$ cat src/rtl/sd_port_arbiter.sv
// Purpose: shares one HPS block-device slot between SDC (client 0) and FDC (client 1), one sector at a time, round-robin.
// Latency: request to sd_rd/sd_wr/sd_lba is 1 cycle; ack, buffer strobe and buffer data paths are combinational.
// Backpressure: requests are level-held; a waiting client is served on IDLE. Build option SD_ARB_TIMEOUT_EN adds an ack watchdog.
module sd_port_arbiter #(
    parameter logic [23:0] TIMEOUT = 24'd12_000_000
) (
    input  logic        CLK,
    input  logic        RESET,
    input  logic [31:0] cl_lba [2],
    input  logic [1:0]  cl_rd,
    input  logic [1:0]  cl_wr,
    output logic [1:0]  cl_ack,
    output logic [1:0]  cl_buff_wr,
    input  logic [7:0]  cl_buff_din [2],
    output logic [1:0]  cl_err,
    output logic [31:0] sd_lba,
    output logic        sd_rd,
    output logic        sd_wr,
    input  logic        sd_ack,
    input  logic        sd_buff_wr,
    output logic [7:0]  sd_buff_din,
    output logic        busy,
    output logic        owner
);

    typedef enum logic [1:0] {IDLE, ISSUE, XFER, DONE} state_t;

    state_t      state, state_nxt;
    logic        owner_nxt;
    logic        last_owner, last_owner_nxt;
    logic        sd_rd_nxt, sd_wr_nxt;
    logic [31:0] sd_lba_nxt;
    logic [1:0]  req;
    logic        grant;
    logic        active;
    logic        tmo_hit;

    assign req   = cl_rd | cl_wr;
    // On a tie the client that did not go last wins; a lone requester wins outright.
    assign grant = (req == 2'b11) ? ~last_owner : req[1];

`ifdef SD_ARB_TIMEOUT_EN
    logic [23:0] tmo_cnt;
    logic [1:0]  err_q;

    assign tmo_hit = (state == ISSUE) && !sd_ack && (tmo_cnt == TIMEOUT - 24'd1);
    assign cl_err  = err_q;

    always_ff @(posedge CLK or posedge RESET) begin
        if (RESET) begin
            tmo_cnt <= 24'd0;
            err_q   <= 2'b00;
        end else begin
            err_q <= 2'b00;
            if (tmo_hit)
                err_q[owner] <= 1'b1;
            if (state == IDLE && req != 2'b00)
                tmo_cnt <= 24'd0;
            else if (state == ISSUE)
                tmo_cnt <= tmo_cnt + 24'd1;
        end
    end
`else
    logic unused_timeout;

    assign tmo_hit        = 1'b0;
    assign unused_timeout = ^TIMEOUT;
    assign cl_err         = 2'b00;
`endif

    always_ff @(posedge CLK or posedge RESET) begin
        if (RESET) begin
            state      <= IDLE;
            owner      <= 1'b0;
            last_owner <= 1'b1;
            sd_lba     <= 32'd0;
            sd_rd      <= 1'b0;
            sd_wr      <= 1'b0;
        end else begin
            state      <= state_nxt;
            owner      <= owner_nxt;
            last_owner <= last_owner_nxt;
            sd_lba     <= sd_lba_nxt;
            sd_rd      <= sd_rd_nxt;
            sd_wr      <= sd_wr_nxt;
        end
    end

    always_comb begin
        state_nxt      = state;
        owner_nxt      = owner;
        last_owner_nxt = last_owner;
        sd_lba_nxt     = sd_lba;
        sd_rd_nxt      = sd_rd;
        sd_wr_nxt      = sd_wr;
        case (state)
            IDLE: begin
                if (req != 2'b00) begin
                    state_nxt  = ISSUE;
                    owner_nxt  = grant;
                    sd_lba_nxt = cl_lba[grant];
                    // Write takes precedence when a client raises both.
                    sd_wr_nxt  = cl_wr[grant];
                    sd_rd_nxt  = ~cl_wr[grant];
                end
            end
            ISSUE: begin
                if (sd_ack) begin
                    state_nxt = XFER;
                    sd_rd_nxt = 1'b0;
                    sd_wr_nxt = 1'b0;
                end else if (tmo_hit) begin
                    state_nxt      = IDLE;
                    sd_rd_nxt      = 1'b0;
                    sd_wr_nxt      = 1'b0;
                    last_owner_nxt = owner;
                end
            end
            XFER: begin
                if (!sd_ack)
                    state_nxt = DONE;
            end
            DONE: begin
                state_nxt      = IDLE;
                last_owner_nxt = owner;
            end
            default: state_nxt = IDLE;
        endcase
    end

    // State gating makes ack/strobe fall together with an asynchronous reset.
    assign active        = (state == ISSUE) || (state == XFER);
    assign cl_ack[0]     = sd_ack & active & ~owner;
    assign cl_ack[1]     = sd_ack & active & owner;
    assign cl_buff_wr[0] = sd_buff_wr & sd_ack & active & ~owner;
    assign cl_buff_wr[1] = sd_buff_wr & sd_ack & active & owner;
    assign sd_buff_din   = cl_buff_din[owner];
    assign busy          = (state != IDLE);

endmodule

$ cat config.mk
export PLATFORM = sky130hd
export DESIGN_NAME = sd_port_arbiter
export DESIGN_NICKNAME = d
export VERILOG_FILES = /design/src/rtl/sd_port_arbiter.sv
export SDC_FILE = /design/constraint.sdc
export NUM_CORES = 1
export LEC_CHECK = 0
export ABC_AREA = 1
export CORE_MARGIN = 2
export CORE_UTILIZATION = 38
export CTS_CLUSTER_SIZE = 24
export DETAILED_ROUTE_END_ITERATION = 6
export DONT_BUFFER_PORTS = 1
export SLEW_MARGIN = 0
export SYNTH_ARGS = -nofsm -noshare
export SYNTH_HDL_FRONTEND = slang
export SYNTH_SLANG_ARGS = --single-unit
export TNS_END_PERCENT = 100
$ cat constraint.sdc
create_clock -name CLK -period 1.3 [get_ports CLK]
set_clock_uncertainty 0.05 [all_clocks]
set_input_delay 0.26 -clock CLK [delete_from_list [all_inputs] [get_ports CLK]]
set_output_delay 0.26 -clock CLK [all_outputs]
set_load 0.005 [all_outputs]
==> summary.md, run 1 <==
| Metric | Value |
|---|---|
| Cell taking the most area after synthesis | dfrtp_1 |
| Diodes inserted | 0 |
| Pin count of the biggest net entering global routing | 24 |
| EDFF count, synth | 0 |
| Placed cell count | 402 |
| Cell mode on critical path | inv_2 |
| Area growth from synthesis to layout | 42.3% |
| Die Wd | 84.0 um |
| CTS buffer count | 5 |
| Prevailing post-synth register cell | dfrtp_1 |
| Initial antenna violation count | 0 |
| Chip height | 84.0 um |
| IO buf count | 0 |
| WP buf/inv | 2 |
| Global-route usage over all layers | between 10% and 20% |
| Ys Warns | 0 |
| Fin. max-slew vios | 0 |
| Via density | between 5 and 6 |
| Share of layout cells above drive strength 1 | 46.8% |
| CTS tree | done |
| Via count | between 2000 and 2500 |
| Fmax | 664 MHz |
| Type of the worst setup path | reg2out |
| Ports | 138 |
| First-pass GRT wire length | 10800 um |
| CP Data Arrival Time | 1.20 ns |
| Async SR Flop Fraction | 100% |
| CP peak stage delay | around 0.37 ns |
| Syn_area_per_cell | 7.48 um2 |
| Status | finished with violations |
| Post-synth top area share | 38.1% |
| FF/Latch Area | ~950 um2 |
| Standard-cell row count | 29 |
| Setup-failing EPs final | between 40 and 50 |
| Synthesis-stage register bit count | 38 |
| Vias in the first global route | 2263 |
| Top cell types by occurrence after synthesis | nand2_1 (136), inv_1 (39), dfrtp_1 (37), nand3b_1 (32), nand3_2 (20) |
| Startpoint types | flip-flop |
| Pwr/cell area | approximately 2500 nW/um2 |
| Max Cap Violations | 0 |
| Clock slew at reported path FFs | 0.07 ns |
| Final Hold Fails | 0 |
| Hold WS | roughly 0.13 ns |
| DRC | 0 |
| DR WL/cell | ~16 um |
| Core area | 6280 um2 |
| Skew-Pair Late Insertion Delay | 0.28 ns |
| CP required | about 0.99 ns |
| Initial Util | 38.7% |
| Gpl congestion | about 0.82 |
| Worst R2R Setup Slack | -0.15 ns |
| Die area | between 7000 and 8000 um2 |
| Mapped Cells | about 330 |
| Most frequent cell after synthesis | nand2_1 |
| Mapped cell area | 2430 um2 |
| Critical path endpoint category | output pin |
| Finished Layout Cells | ~430 |
| Total Power | 8720 uW |
| Worst path cell trace | inv_2 -> ha_4 -> inv_2 -> nor3_4 |
| Clock sinks | 38 |
| Crit path max-delay cell type | dfrtp_1 |
| Setup TNS | -4.85 ns |
| Area contributors post-synth | dfrtp_1 (38%), nand2_1 (21%), nand3b_1 (9.9%) |
| H-tree depth | 2 |
| Bufs on Longest Clock Path | 2 |
| Fin nets | 447 |
| Hold Crit Class | in2reg |
| ANT nets after route | 0 |
| Post-synthesis sequential area ratio | between 30% and 40% |
| Crit-path leading delay family | flip-flops |
| # fillers | 559 |
| Initial DRT Pass Iterations | 4 |
| Fin crit share | 116% |
| Multi-input gate area | around 1600 um2 |
| Cell variety after synth | 25 |
| CTS root buf | clkbuf_8 |
| Leak | 0.00173 uW |
| RSZ-0062 raised after global routing | true |
| Final instance area | 3460 um2 |
| 1st-iter DRT viols | 65 |
| Maximum vdd drop | 1.35 mV |
| Gr ovfl total | 0 |
| Final WS setup | -0.205 ns |
| Detailed Place HPWL | 4550 um |
| Failing checks | setup timing |
| Final WL | about 7000 um |
| CP max FO | 3 |
| Placed cell area | 2620 um2 |
| Post-layout min period | 1.51 ns |
==> area by class of cell <==
class	count	area share (%)
inverters	41	4.99
multi-input cells	228	46.0
clock buffers	7	2.49
well taps	77	2.78
flip-flops and latches	38	27.5
clock inverters	1	0.145
repair buffers	40	16.1
==> cells by family (layout without fill, tap and decap cells) <==
| logic type | count (synthesis) | in the layout | share of synthesized area [%] |
|---|---|---|---|
| other | 1 | 2 | 0.154 |
| buffers and inverters | 60 | 89 | 11.5 |
| flip-flops | 38 | 38 | 39.1 |
| AND/OR/NAND/NOR | 216 | 216 | 45.2 |
| AO/OA/AOI/OAI | 5 | 5 | 1.49 |
| adder cells (fa/ha/maj) | 5 | 5 | 2.57 |
==> cells in the final DEF (no fill, tap or decap), drive strengths merged <==
cell type	instances
buf	36
nand2	139
nor2	7
dlygate4sd3	1
nor3	2
inv	39
dfstp	1
ha	5
dfrtp	37
o21ai	4
nand3b	32
nand3	36
conb	2
a21oi	1
clkbuf	10
clkinv	2
clkinvlp	1
==> path summary, 6_finish.rpt <==
kind	from	endpoint	cells past startpoint
setup / recovery	state[0]$_DFFE_PP0P_	cl_ack[1]	4
hold / removal	cl_lba[34]	sd_lba[2]$_DFFE_PP0P_	4
setup reg to reg	state[0]$_DFFE_PP0P_	sd_lba[12]$_DFFE_PP0P_	9
hold reg to reg	sd_lba[0]$_DFFE_PP0P_	sd_lba[0]$_DFFE_PP0P_	2
max in group asynchronous	RESET	sd_lba[18]$_DFFE_PP0P_	3
min in group asynchronous	RESET	sd_lba[9]$_DFFE_PP0P_	2
==> tightest hold or removal path, stage by stage <==
cell	delay [ns]
inv_1	0.03
nand2_1	0.05
nand3_2	0.05
nand2_1	0.04
==> per-layer routing <==
| metal | track usage (%) | routed length (um) | vias up |
|---|---|---|---|
| li1 | - | - | 1056 |
| met1 | 20.5 | 2590 | 1050 |
| met2 | 36.7 | 3890 | 88 |
| met3 | 5.04 | 418 | 8 |
| met4 | 5.87 | 99 | 0 |
| met5 | 0 | 0 | - |
==> sequential cells by signal, summed over array words and instances, names as in the netlist <==
register / cells
sd_wr: 1
sd_lba: 32
owner: 1
last_owner: 1
sd_rd: 1
state: 2
==> what timing repair did <==
item                       4_1_cts  5_1_grt
gates resized for setup         74       68
pin swaps                       32       25
gates cloned                     2        4
hold buffers                     1        0
setup buffers                   12        3
hold endpoints to repair        14        0
setup endpoints to repair       47       51
==> power breakdown <==
part	internal [uW]	switching (uW)
Clock	428	402
Combinational	2690	2720
Sequential	1820	662
Total	4930	3780
==> metrics by stage <==
step                util [%]  setup slack (ns)
CTS                     49.6            -0.199
floorplan                  -            0.0150
global placement        41.7            0.0170
finish                  55.1            -0.205
detailed placement      41.7           -0.0293
global route            55.1            -0.263
No activity file was read; power rests on OpenSTA's default activity.
==> inputs of run 2 (changes only) <==
- CORE_UTILIZATION: 38 -> 62
- PLACE_DENSITY: not set -> 0.78
- clock period: 1.3 -> 1.88 ns (I/O delays scaled with it)
==> summary.md, run 2 (synthesis results as in run 1) <==
| Metric | Value |
|---|---|
| Commonest non-fill, non-tap cell in the layout | nand2_1 (unchanged) |
| Initial Util | 65.5% (was 38.7%) |
| Via density | 5.45 (was 5.10) |
| Final WS setup | 0.113 ns (was -0.205 ns) |
| Hold Crit Class | in2async (was in2reg) |
| Core area | 3720 um2 (was 6280 um2) |
| Fin nets | 412 (was 447) |
| Leak | 0.00140 uW (was 0.00173 uW) |
| Diodes inserted | 0 (unchanged) |
| Clock sinks | 38 (unchanged) |
| H-tree depth | 2 (unchanged) |
| Die Wd | 66.6 um (was 84.0 um) |
| Hold WS | 0.0386 ns (was 0.131 ns) |
| Multi-input gate area | 1210 um2 (was 1590 um2) |
| # fillers | 324 (was 559) |
| Detailed Place HPWL | 3860 um (was 4550 um) |
| ANT nets after route | 0 (unchanged) |
| DRC | 0 (unchanged) |
| Global-route usage over all layers | 25.3% (was 19.2%) |
| CP required | 1.45 ns (was 0.99 ns) |
| Die area | 4440 um2 (was 7060 um2) |
| CP max FO | 4 (was 3) |
| Total Power | 4270 uW (was 8720 uW) |
| Critical path endpoint category | output pin (unchanged) |
| RSZ-0062 raised after global routing | false (was true) |
| Clock slew at reported path FFs | 0.08 ns (was 0.07 ns) |
| Max Cap Violations | 0 (unchanged) |
| Via count | 2007 (was 2202) |
| CTS tree | done (unchanged) |
| Pre-CTS setup slack | 0.302 ns (was -0.0293 ns) |
| Most frequent cells in the layout | nand2_1 (136), inv_1 (39), dfrtp_1 (36) (was nand2_1 (70), nand2_2 (52), dfrtp_1 (36)) |
| CP Data Arrival Time | 1.34 ns (was 1.20 ns) |
| CTS Hold Bufs | 0 (was 1) |
| Status | completed (was finished with violations) |
| IO buf count | 0 (unchanged) |
| Share of layout cells above drive strength 1 | 13.8% (was 46.8%) |
| 1st-iter DRT viols | 107 (was 65) |
| Worst R2R Setup Slack | 0.27 ns (was -0.15 ns) |
| Setup TNS | 0 ns (was -4.85 ns) |
| Setup-failing EPs final | 0 (was 49) |
| Initial antenna violation count | 0 (unchanged) |
| Chip height | 66.6 um (was 84.0 um) |
| Ports | 138 (unchanged) |
| CTS buffer count | 5 (unchanged) |
| First-pass GRT wire length | 8340 um (was 10800 um) |
| Pwr/cell area | 1660 nW/um2 (was 2520 nW/um2) |
| Standard-cell row count | 22 (was 29) |
| Gr ovfl total | 0 (unchanged) |
| Crit path max-delay cell type | dfrtp_1 (unchanged) |
| Fin. max-slew vios | 0 (unchanged) |
| Worst R2R Start | state[1]$_DFFE_PP0P_ (was state[0]$_DFFE_PP0P_) |
| R2R cell count | 6 (was 9) |
| Startpoint types | flip-flop (unchanged) |
| Bufs on Longest Clock Path | 2 (unchanged) |
| Fmax | around 570 MHz |
| Post-layout min period | 1.77 ns |
| Gpl congestion | 0.731 (was 0.815) |
| CTS root buf | clkbuf_8 (unchanged) |
| Worst path cell trace | inv_1 -> ha_1 -> inv_1 -> nor3_2 (was inv_2 -> ha_4 -> inv_2 -> nor3_4) |
| Worst r2r dst | sd_lba[12]$_DFFE_PP0P_ (unchanged) |
| Largest regs | sd_lba (32), state (2) (unchanged) |
| Final WL | 5450 um (was 7000 um) |
| Area growth from synthesis to layout | 5.45% (was 42.3%) |
| Cell mode on critical path | inv_1 (was inv_2) |
| Type of the worst setup path | reg2out (unchanged) |
| Skew-Pair Late Insertion Delay | 0.28 ns (about the same) |
| Crit path capture | cl_ack[1] (unchanged) |
| Initial DRT Pass Iterations | 4 (unchanged) |
| Final Hold Fails | 0 (unchanged) |
| CP peak stage delay | 0.40 ns (was 0.37 ns) |
| DR WL/cell | 14.8 um (was 16.2 um) |
| FF/Latch Area | 953 um2 (unchanged) |
| Util after Layout | 69.0% (was 55.1%) |
| Pin count of the biggest net entering global routing | 39 (was 24) |
| Maximum vdd drop | 1.00 mV (was 1.35 mV) |
| Vias in the first global route | 1752 (was 2263) |
| Most flops, register | sd_lba (unchanged) |
| Max reg flops | 32 (unchanged) |
| Critical path launch point | state[1]$_DFFE_PP0P_ (was state[0]$_DFFE_PP0P_) |
| Fin crit share | 94.0% |
-- run 2: cell types whose count changed in the layout (fill, tap and decap cells not counted), moves of 3 or more --
cell / change
nand2_4: -14
buf_6: -11
nand3_4: -3
nand2_2: -51
nand3_1: +11
buf_12: -9
nand2_1: +66
nand3_2: -8
nor2_1: +3
inv_1: +6
clkbuf_16: -3
inv_2: -4
buf_4: -8
-- run 2: per-stage QoR --
| step | std cells | area, um2 |
|---|---|---|
| after global placement | 359 | 2400 |
| after floorplan | 326 | 2440 |
| after global routing | 368 | 2560 |
| after CTS | 367 | 2550 |
| final | 368 | 2560 |
| after detailed placement | 359 | 2400 |
-- run 2: routing by layer --
metal	vias to the layer above	part of all wire [%]	track usage [%]
li1	979	-	-
met1	917	40	30.6
met2	105	50	43.8
met3	6	8.9	8.28
met4	0	0.99	5.61
met5	-	0	0
-- run 2: worst min-delay path by stage --
stage / startpoint / end / slack (ns) / cells after the start
after CTS: RESET / sd_lba[13]$_DFFE_PP0P_ / 0.06 / 2
final: RESET / sd_lba[7]$_DFFE_PP0P_ / 0.04 / 2
after floorplan: sd_wr$_DFFE_PP0P_ / sd_wr$_DFFE_PP0P_ / 0.42 / 2
after global routing: RESET / sd_lba[7]$_DFFE_PP0P_ / 0.08 / 2
after detailed placement: RESET / sd_lba[2]$_DFFE_PP0P_ / 0.36 / 2
after global placement: RESET / sd_lba[4]$_DFFE_PP0P_ / 0.36 / 2
-- run 2: final cells by class --
class | instances | area share, %
well taps | 48 | 2.34
multi-input cells | 228 | 47.4
clock inverters | 2 | 2.34
inverters | 41 | 6.10
clock buffers | 6 | 3.22
flip-flops and latches | 38 | 37.2
repair buffers | 5 | 1.46
-- run 2: repair_timing --
| action | 4_1_cts | 5_1_grt |
|---|---|---|
| gates resized for setup | 0 | 3 |
| setup buffers | 0 | 1 |
| endpoints found under the setup margin | 0 | 2 |
-- run 2: power breakdown --
part           internal (uW)  switching, uW
combinational            614           1160
sequential              1260            387
clock                    566            284
total                   2440           1830
-- run 2: worst max-delay path: cells and delay by family, from the launching register on --
family,cells,cell delay (ns)
flops,1,0.40
buf+inv,2,0.18
fa+ha+maj,1,0.30
simple gates,1,0.18
